**config.mk**
```make
export PLATFORM = sky130hd
export DESIGN_NAME = mips_inst_encoder
export DESIGN_NICKNAME = d
export VERILOG_FILES = /design/src/rtl/mips_inst_encoder.sv
export SDC_FILE = /design/constraint.sdc
export NUM_CORES = 1
export LEC_CHECK = 0
export ABC_AREA = 1
export CAP_MARGIN = 0
export CORE_MARGIN = 5
export CORE_UTILIZATION = 50
export CTS_BUF_LIST = sky130_fd_sc_hd__clkbuf_4
export CTS_CLUSTER_SIZE = 14
export DETAILED_ROUTE_END_ITERATION = 10
export GPL_ROUTABILITY_DRIVEN = 0
export GPL_TIMING_DRIVEN = 0
export PLACE_DENSITY_LB_ADDON = 0.3
export RECOVER_POWER = 25
export SLEW_MARGIN = 30
export SYNTH_ARGS = -nofsm -noshare
export SYNTH_HDL_FRONTEND = slang
export SYNTH_SLANG_ARGS = --single-unit
```
**constraint.sdc**
```tcl
create_clock -name clk -period 3.1 [get_ports clk]
set_input_delay 0.465 -clock clk [delete_from_list [all_inputs] [get_ports clk]]
set_output_delay 0.465 -clock clk [all_outputs]
set_load 0.01 [all_outputs]
```
**src/rtl/mips_inst_encoder.sv**
```systemverilog
// Field-level request -> 32-bit MIPS word packer with buffered IMEM writer.
// Optional encode checking is enabled by defining ENCODE_CHECK_EN.
module mips_inst_encoder #(
  parameter int ADDR_W    = 12,
  parameter int BUF_DEPTH = 4
) (
  input  logic              clk,
  input  logic              rst_n,
  input  logic              start,
  input  logic [31:0]       base_addr,
  input  logic              in_valid,
  output logic              in_ready,
  input  logic [1:0]        in_fmt,
  input  logic [5:0]        in_opcode,
  input  logic [5:0]        in_funct,
  input  logic [4:0]        in_rs,
  input  logic [4:0]        in_rt,
  input  logic [4:0]        in_rd,
  input  logic [4:0]        in_shamt,
  input  logic [15:0]       in_imm,
  input  logic [31:0]       in_abs_target,
  input  logic              in_last,
  output logic              imem_we,
  input  logic              imem_ready,
  output logic [ADDR_W-1:0] imem_addr,
  output logic [31:0]       imem_din,
  output logic              done,
  output logic [ADDR_W:0]   word_count,
  output logic              err
);

  localparam int PW = $clog2(BUF_DEPTH);

  typedef enum logic [1:0] {
    IDLE,
    RUN,
    FLUSH,
    FIN
  } state_t;

  state_t            state;
  logic [31:0]       base;
  logic [ADDR_W-1:0] addr_q [BUF_DEPTH];
  logic [31:0]       data_q [BUF_DEPTH];
  logic [PW-1:0]     wp;
  logic [PW-1:0]     rp;
  logic [PW:0]       cnt;
  logic              push;
  logic              pop;
  logic [31:0]       pc;
  logic [31:0]       pc4;
  logic [31:0]       off;
  logic [31:0]       word;

  assign pc  = base + {{(29-ADDR_W){1'b0}}, word_count, 2'b00};
  assign pc4 = pc + 32'd4;
  assign off = 32'($signed(in_abs_target - pc4) >>> 2);

  assign in_ready  = (state == RUN) && (cnt != (PW+1)'(BUF_DEPTH));
  assign push      = in_valid && in_ready;
  assign imem_we   = (cnt != '0);
  assign pop       = imem_we && imem_ready;
  assign imem_addr = imem_we ? addr_q[rp] : '0;
  assign imem_din  = imem_we ? data_q[rp] : '0;
  assign done      = (state == FIN);

  always_comb begin
    word = '0;
    unique case (1'b1)
      (in_fmt == 2'b00):
        word = {in_opcode, in_rs, in_rt, in_rd, in_shamt, in_funct};
      (in_fmt == 2'b01):
        word = {in_opcode, in_rs, in_rt, in_imm};
      (in_fmt == 2'b10):
        word = {in_opcode, in_abs_target[27:2]};
      default:
        word = {in_opcode, in_rs, in_rt, off[15:0]};
    endcase
  end

  // Buffer storage needs no reset: cnt alone decides what is valid.
  always_ff @(posedge clk) begin
    if (push) begin
      addr_q[wp] <= pc[ADDR_W+1:2];
      data_q[wp] <= word;
    end
  end

  always_ff @(posedge clk or negedge rst_n) begin
    if (!rst_n) begin
      state      <= IDLE;
      base       <= '0;
      word_count <= '0;
      cnt        <= '0;
      wp         <= '0;
      rp         <= '0;
    end else begin
      if (push) begin
        wp         <= wp + PW'(1);
        word_count <= word_count + (ADDR_W+1)'(1);
      end
      if (pop) rp <= rp + PW'(1);
      unique case ({push, pop})
        2'b10:   cnt <= cnt + (PW+1)'(1);
        2'b01:   cnt <= cnt - (PW+1)'(1);
        default: cnt <= cnt;
      endcase
      unique case (state)
        IDLE: if (start) begin
          state      <= RUN;
          base       <= base_addr & 32'hFFFF_FFFC;
          word_count <= '0;
        end
        RUN:   if (push && in_last) state <= FLUSH;
        FLUSH: if (cnt == '0) state <= FIN;
        default: state <= IDLE;
      endcase
    end
  end

`ifdef ENCODE_CHECK_EN
  logic bad;

  always_comb begin
    bad = 1'b0;
    unique case (1'b1)
      (in_fmt == 2'b00):
        bad = (in_opcode != 6'd0);
      (in_fmt == 2'b10):
        bad = (in_abs_target[31:28] != pc4[31:28]) ||
              (in_abs_target[1:0] != 2'b00);
      (in_fmt == 2'b11):
        bad = (off[31:15] != {17{off[15]}}) ||
              (in_abs_target[1:0] != 2'b00);
      default:
        bad = 1'b0;
    endcase
  end

  always_ff @(posedge clk or negedge rst_n) begin
    if (!rst_n)                     err <= 1'b0;
    else if (state == IDLE && start) err <= 1'b0;
    else if (push && bad)           err <= 1'b1;
  end
`else
  logic unused_chk;
  assign unused_chk = ^off[31:16];
  assign err = 1'b0;
`endif

endmodule
```
==> run summary, run 1 <==
outcome - finished with violations
failing checks - setup timing
Top Family by Delay on Critical Path - adder cells
Critical path origin - base[2]
Power Density - 1173 nW/um^2
antenna-violating nets left - 0
worst hold path class - primary input to register
Worst Setup Path Type - register to register
Synth Instances - 1176
vias post-DR - 9624
hold path start - base_addr[14]
distinct cell type count of the synthesized netlist - 44
area of the multi-input gates - 5184 um^2
CP endpoint kind - register
clk_skew - 54.40 ps
clock root cell - clkbuf_4
antenna violations before repair - 1
first-pass GRT wire length - 47.31 mm
final hold viol count - 0
max frequency - 297.7 MHz
pin count of the biggest net entering global routing - 22
DR DRC count - 0
GRT overflow - 0
P_leak - 6.272 nW
Final setup viols - 44
final net count - 1626
worst path required time - 3480 ps
critical path peak fanout - 4
post-synthesis cell area - 11040 um^2
max-slew violation count - 0
share of the synthesized area in the top cell type - 47.85%
CP Cell Sequence - ha_2 -> fa_2 -> nand4_1 -> o211ai_1 -> xnor2_1 -> inv_2 -> ha_4 -> inv_2 -> ha_4 -> nand2_4 -> inv_1 -> a21oi_2 -> nand2_4 -> nand2_1 -> nand2_2 -> nand3_1 -> nand2_1 -> nand2_1 -> nand2_2
cell count along the critical path - 19
Critical Path AT - 3740 ps
H-tree levels - 2
average size of a mapped cell - 9.391 um^2
CTS tree - done
crit path to - data_q[1][15]
Initial Util - 50.76%
CP most frequent cell - nand2_1
initial DRC count - 805
WL/cell - 17.98 um
Seq/Total Area, Yosys - 56.46%
R2R depth - 19
setup ws final - -259.4 ps
CP Launch Type - register
Final Cycle Share - 108.4%
DIE AREA - 25160 um^2
Ports - 181
Syn-to-layout area delta - 39.97%
Area contributors post-synth - edfxtp_1, dfrtp_1, nor2_1
later-pin clock latency in the skew report - 670 ps
worst reg2reg startpoint - base[2]
Die Ht - 158.6 um
Max stage delay cell, worst path - dfrtp_1
Max-Cap Viols - 0
maximum buffer depth of the clock tree - 3
post-route cell area - 15460 um^2
Reg area - 6246 um^2
Core ar. - 21760 um^2
# fillers - 1510
share of cells above drive strength 1 - 24.21%
drt via density - 5.419
gr usage total - 23.80%
CTS Sinks - 214
FF+latch count, synth - 214
DR pass1 iterations - 7
vias in the first global route - 9449
Port Buf Inserts - 158
Post-Route WL - 31.92 mm
Place WS - -754.2 ps
worst slew pin tran - 1112 ps
Yosys top cell by area - edfxtp_1
slowest stage delay, CP - 400 ps
chip width - 158.6 um
FP Rows - 54
R2R setup slack - -260 ps
Ys Warns - 0
RR Endpoint - data_q[1][15]
clock-pin slew on the worst setup and hold paths - 70 ps
CTS buffer count - 54
placed inst area - 13350 um^2
Max rail drop VDD - 0.6970 mV
Slew headroom - 25.88%
CP bufs+invs - 3
Syn Nets - 1352
unrepaired setup endpoints after global routing - true
HPWL after DPL - 20.84 mm
Period minus WS final - 3359 ps
[layout make-up]
class / instances / share of cell area [%]
antenna: 1 / 0.01619
buffer: 43 / 1.611
clock buffer: 78 / 3.788
clock inverter: 23 / 1.109
inverter: 113 / 2.784
multi-input combinational: 806 / 33.53
sequential: 214 / 40.40
tap: 280 / 2.266
timing repair buffer: 218 / 14.49
[per-layer routing]
| metal | vias up | routed length, um | track usage (%) |
|---|---|---|---|
| met1 | 4595 | 12630 | 30.82 |
| li1 | 4537 | - | - |
| met5 | - | 0 | 0 |
| met4 | 0 | 877 | 5.890 |
| met3 | 73 | 2509 | 3.751 |
| met2 | 419 | 15910 | 42.02 |
[cell families (layout without fill, tap and decap cells)]
group | Yosys count | count (layout) | synth area share, %
and+or+nand+nor | 493 | 493 | 18.01
AOI/OAI and AO/OA | 225 | 225 | 11.00
DFF | 214 | 214 | 56.46
buffers and inverters | 156 | 475 | 5.551
adders and majority gates | 56 | 56 | 6.480
xor gates and xnor gates | 31 | 31 | 2.458
other | 1 | 2 | 0.03395
[tightest hold or removal path, stage by stage]
cell	delay [ps]
clkdlybuf4s50_1	390
nand2_1	60
nand2_1	40
[layout by cell type (no fill, tap or decap), types with 11 or more instances in the layout]
master,instances
nor2_1,213
nand2_1,177
edfxtp_1,176
clkdlybuf4s50_1,142
clkbuf_4,88
o21ai_0,87
inv_1,85
a21oi_1,62
buf_4,52
dfrtp_1,30
nand2_2,28
ha_4,27
ha_1,25
inv_2,22
o21ai_1,20
clkinv_1,20
a21oi_2,18
nand3_1,16
nand2_4,15
xor2_1,15
buf_2,12
nor2_4,11
[how the worst min path moves through the flow]
stage          slack, ps             end  cells past startpoint
2_1_floorplan        170        base[10]                      0
3_3_place_gp         470          cnt[1]                      2
3_5_place_dp         460  word_count[12]                      1
4_1_cts              300  word_count[12]                      2
5_1_grt              350        base[11]                      3
6_report             340        base[14]                      3
[timing repair]
| action | in CTS | in global routing |
|---|---|---|
| hold endpoints to repair | 20 | 0 |
| gates resized for setup | 148 | 97 |
| pin swaps | 41 | 31 |
| buffers inserted | 35 | 14 |
| hold buffers | 1 | 0 |
| endpoints found under the setup margin | 96 | 88 |
[cells in the mapped netlist]
cell type	count
xnor2_1	12
nand2_2	12
a22oi_1	1
nand3_1	23
a21o_1	2
inv_2	11
or2_1	1
nor3_1	6
and3b_1	1
ha_1	54
nand2_1	208
nand4_1	3
nand3b_1	1
o21ai_0	92
clkbuf_1	26
o21ai_1	21
nor2_4	1
nor4_1	1
o211ai_1	1
a21oi_2	2
nand3_2	3
nor2_2	3
clkinv_2	1
o2111ai_1	6
a221oi_1	10
o21a_1	1
nor4_2	1
fa_1	2
nor3_2	1
a31oi_1	2
dfrtp_1	38
conb_1	1
buf_4	2
clkinv_1	3
a22o_1	1
inv_1	98
edfxtp_1	176
o21bai_1	1
clkbuf_2	1
nor2_1	227
and2_1	1
buf_2	14
xor2_1	19
a21oi_1	85
[sequential cells by signal, summed over array words and instances (netlist names)]
name	count
data_q	128
addr_q	48
base	16
word_count	13
cnt	3
rp	2
state	2
wp	2
[stage by stage]
step                utilization (%)  setup TNS [ps]  power, mW  cells  hold WS, ps
floorplan                         -          -30550      9.553   1176        169.4
global placement              60.04         -338670      12.31   1614        465.8
detailed placement            61.36          -23580      12.58   1624        462.6
CTS                           69.00           -1882      16.68   1761        297.6
global route                  71.05          -11220      19.27   1776        350.0
finish                        71.05           -7084      18.13   1776        336.6
[where the power goes]
| part | total (mW) | switching (mW) | internal, mW |
|---|---|---|---|
| Combinational | 11.5 | 6.48 | 4.99 |
| Clock | 2.55 | 1.14 | 1.41 |
| Sequential | 4.10 | 0.245 | 3.86 |
No activity file was read; power rests on OpenSTA's default activity.
==> run 2, diff against run 1 <==
Settings changed: SLEW_MARGIN 30 to default.
==> run 2 against run 1 <==
Net effect: the flow still finishes with violations (setup timing); largest cell class unchanged; clock power is 13% lower; critical path type unchanged; worst setup slack got worse by 6.0 ps; global-route usage decreased by 0.076 points; worst hold slack improved by 10 ps; count of clock-buffer cells in the layout down 8; non-clock buffer count decreased by 10; critical endpoint is now data_q[0][15]; first-iteration DRC count fell by 14%; sequential power is essentially flat.
==> run summary, run 2 (synthesis results as in run 1) <==
Met3 Routed Length - 2.691 mm
clock root cell - clkbuf_4
P_leak - 6.070 nW
WL/cell - 18.05 um
final net count - 1614
Worst Setup Path Type - register to register
top layer in use - met5
max frequency - 297.1 MHz
Syn-to-layout area delta - 36.88%
maximum buffer depth of the clock tree - 3
initial DRC count - 696
DR pass1 iterations - 5
max reg flops - 128
clock-pin slew on the worst setup and hold paths - 70 ps
Power Density - 1179 nW/um^2
Final Cycle Share - 108.6%
share of cells above drive strength 1 - 24.17%
gr usage total - 23.72%
fin util - 69.48%
vias post-DR - 9609
DIE AREA - 25160 um^2
worst slew pin tran - 894.2 ps
switch share - 44.25%
antenna violations before repair - 2
Port Buf Inserts - 158
Top Registers - data_q x128, addr_q x48, base x16
H-tree levels - 2
Die Ht - 158.6 um
post-route cell area - 15120 um^2
DR DRC count - 0
Met1 Wirelength - 12.69 mm
clk_skew - 25.04 ps
met2 WL - 15.07 mm
GRT overflow - 0
CTS Sinks - 214
post-route setup TNS - -6066 ps
Internal - 9.934 mW
placed inst area - 13170 um^2
CTS tree - done
most frequent cells in the layout - nor2_1, nand2_1, edfxtp_1
Ports - 181
worst hold path class - primary input to register
CP Launch Type - register
pin count of the biggest net entering global routing - 39
Top reg by flops - data_q
worst path required time - 3470 ps
CP endpoint kind - register
Critical Path AT - 3730 ps
fin cells - 1750
Slew headroom - 40.38%
P_sw - 7.885 mW
clock share of power - 12.5%
antenna-violating nets left - 0
critical path peak fanout - 4
later-pin clock latency in the skew report - 660 ps
sequential share of power - 23.0%
first-pass GRT wire length - 46.71 mm
Max-Cap Viols - 0
combinational share of power - 64.5%
FP Rows - 54
Initial Util - 50.76%
failing checks - setup timing
final hold viol count - 0
HPWL after DPL - 20.35 mm
commonest non-fill, non-tap cell in the layout - nor2_1
placed insts - 1618
max-slew violation count - 0
setup ws final - -265.5 ps
total power - 17.82 mW
chip width - 158.6 um
unrepaired setup endpoints after global routing - true
Post-Route WL - 31.59 mm
CTS buffer count - 52
vias in the first global route - 9253
outcome - finished with violations
Final setup viols - 40
Core ar. - 21760 um^2
Period minus WS final - 3365 ps
Max rail drop VDD - 0.7053 mV
drt via density - 5.491
run 2: cell count changes in the layout (fill, tap and decap cells not counted), moves of 5 or more:
cell,change
buf_16,-8
buf_6,+5
nand2_4,-5
nand2_2,+5
clkinv_1,-10
buf_4,-6
clkbuf_4,-9
run 2: stage by stage:
| step | setup slack [ps] | hold WS, ps |
|---|---|---|
| global route | -357.5 | 341.0 |
| detailed placement | -744.3 | 476.8 |
| global placement | -1847 | 465.8 |
| CTS | -184.2 | 311.0 |
| floorplan | -169.3 | 169.4 |
| finish | -265.5 | 347.1 |
run 2: power groups by stage:
stage	Clock (mW)	Combinational, mW	Sequential (mW)
4_1_cts	2.24	9.97	4.09
3_3_place_gp	0	8.16	4.15
6_report	2.22	11.5	4.11
3_5_place_dp	0	8.37	4.14
5_1_grt	2.39	12.4	4.14
2_1_floorplan	0	5.45	4.10
run 2: area by class of cell:
cell class              instances  area, um^2
diodes                          1       2.502
plain buffers                  43       254.0
clock buffers                  70       525.5
clock inverters                15       92.59
fillers                      1576        6639
inverters                     113       435.4
multi-input cells             806        5174
flip-flops and latches        214        6250
well taps                     280       350.3
repair buffers                208        2033
run 2: final timing paths:
path	to	slack, ps	startpoint	cells after the start
worst max register to register	data_q[0][15]	-270	base[2]	21
max in group asynchronous	word_count[5]	2010	rst_n	2
min in group asynchronous	word_count[12]	470	rst_n	2
worst min register to register	cnt[1]	500	cnt[1]	2
worst min-delay path	base[11]	350	base_addr[11]	3
worst max-delay path	data_q[0][15]	-270	base[2]	21
run 2: repair_timing:
| action | CTS | global route |
|---|---|---|
| resized for setup | 143 | 114 |
| gates cloned | 0 | 0 |
| setup buffers | 29 | 16 |
| endpoints found under the hold margin | 38 | 0 |
| hold buffers | 1 | 0 |
| setup endpoints to repair | 96 | 83 |
| pin swaps | 46 | 38 |
run 2: critical path, cell delays in order (launching register included):
cell	delay (ps)
dfrtp_1	390
ha_2	210
fa_2	360
nand3_2	90
nand2_4	80
a21oi_4	200
o21ai_2	100
xor2_2	200
ha_4	300
inv_4	30
ha_4	290
nand2_4	70
nor2_4	100
inv_2	50
nor3_2	100
nand2_1	90
nand2_2	80
inv_2	40
nand3_2	60
nand2_1	50
nand2_1	80
nand2_2	110
run 2: routing by layer:
metal	vias up	track usage [%]
met5	-	0
met4	2	8.611
met3	86	4.594
met2	468	39.29
met1	4540	31.27
li1	4513	-
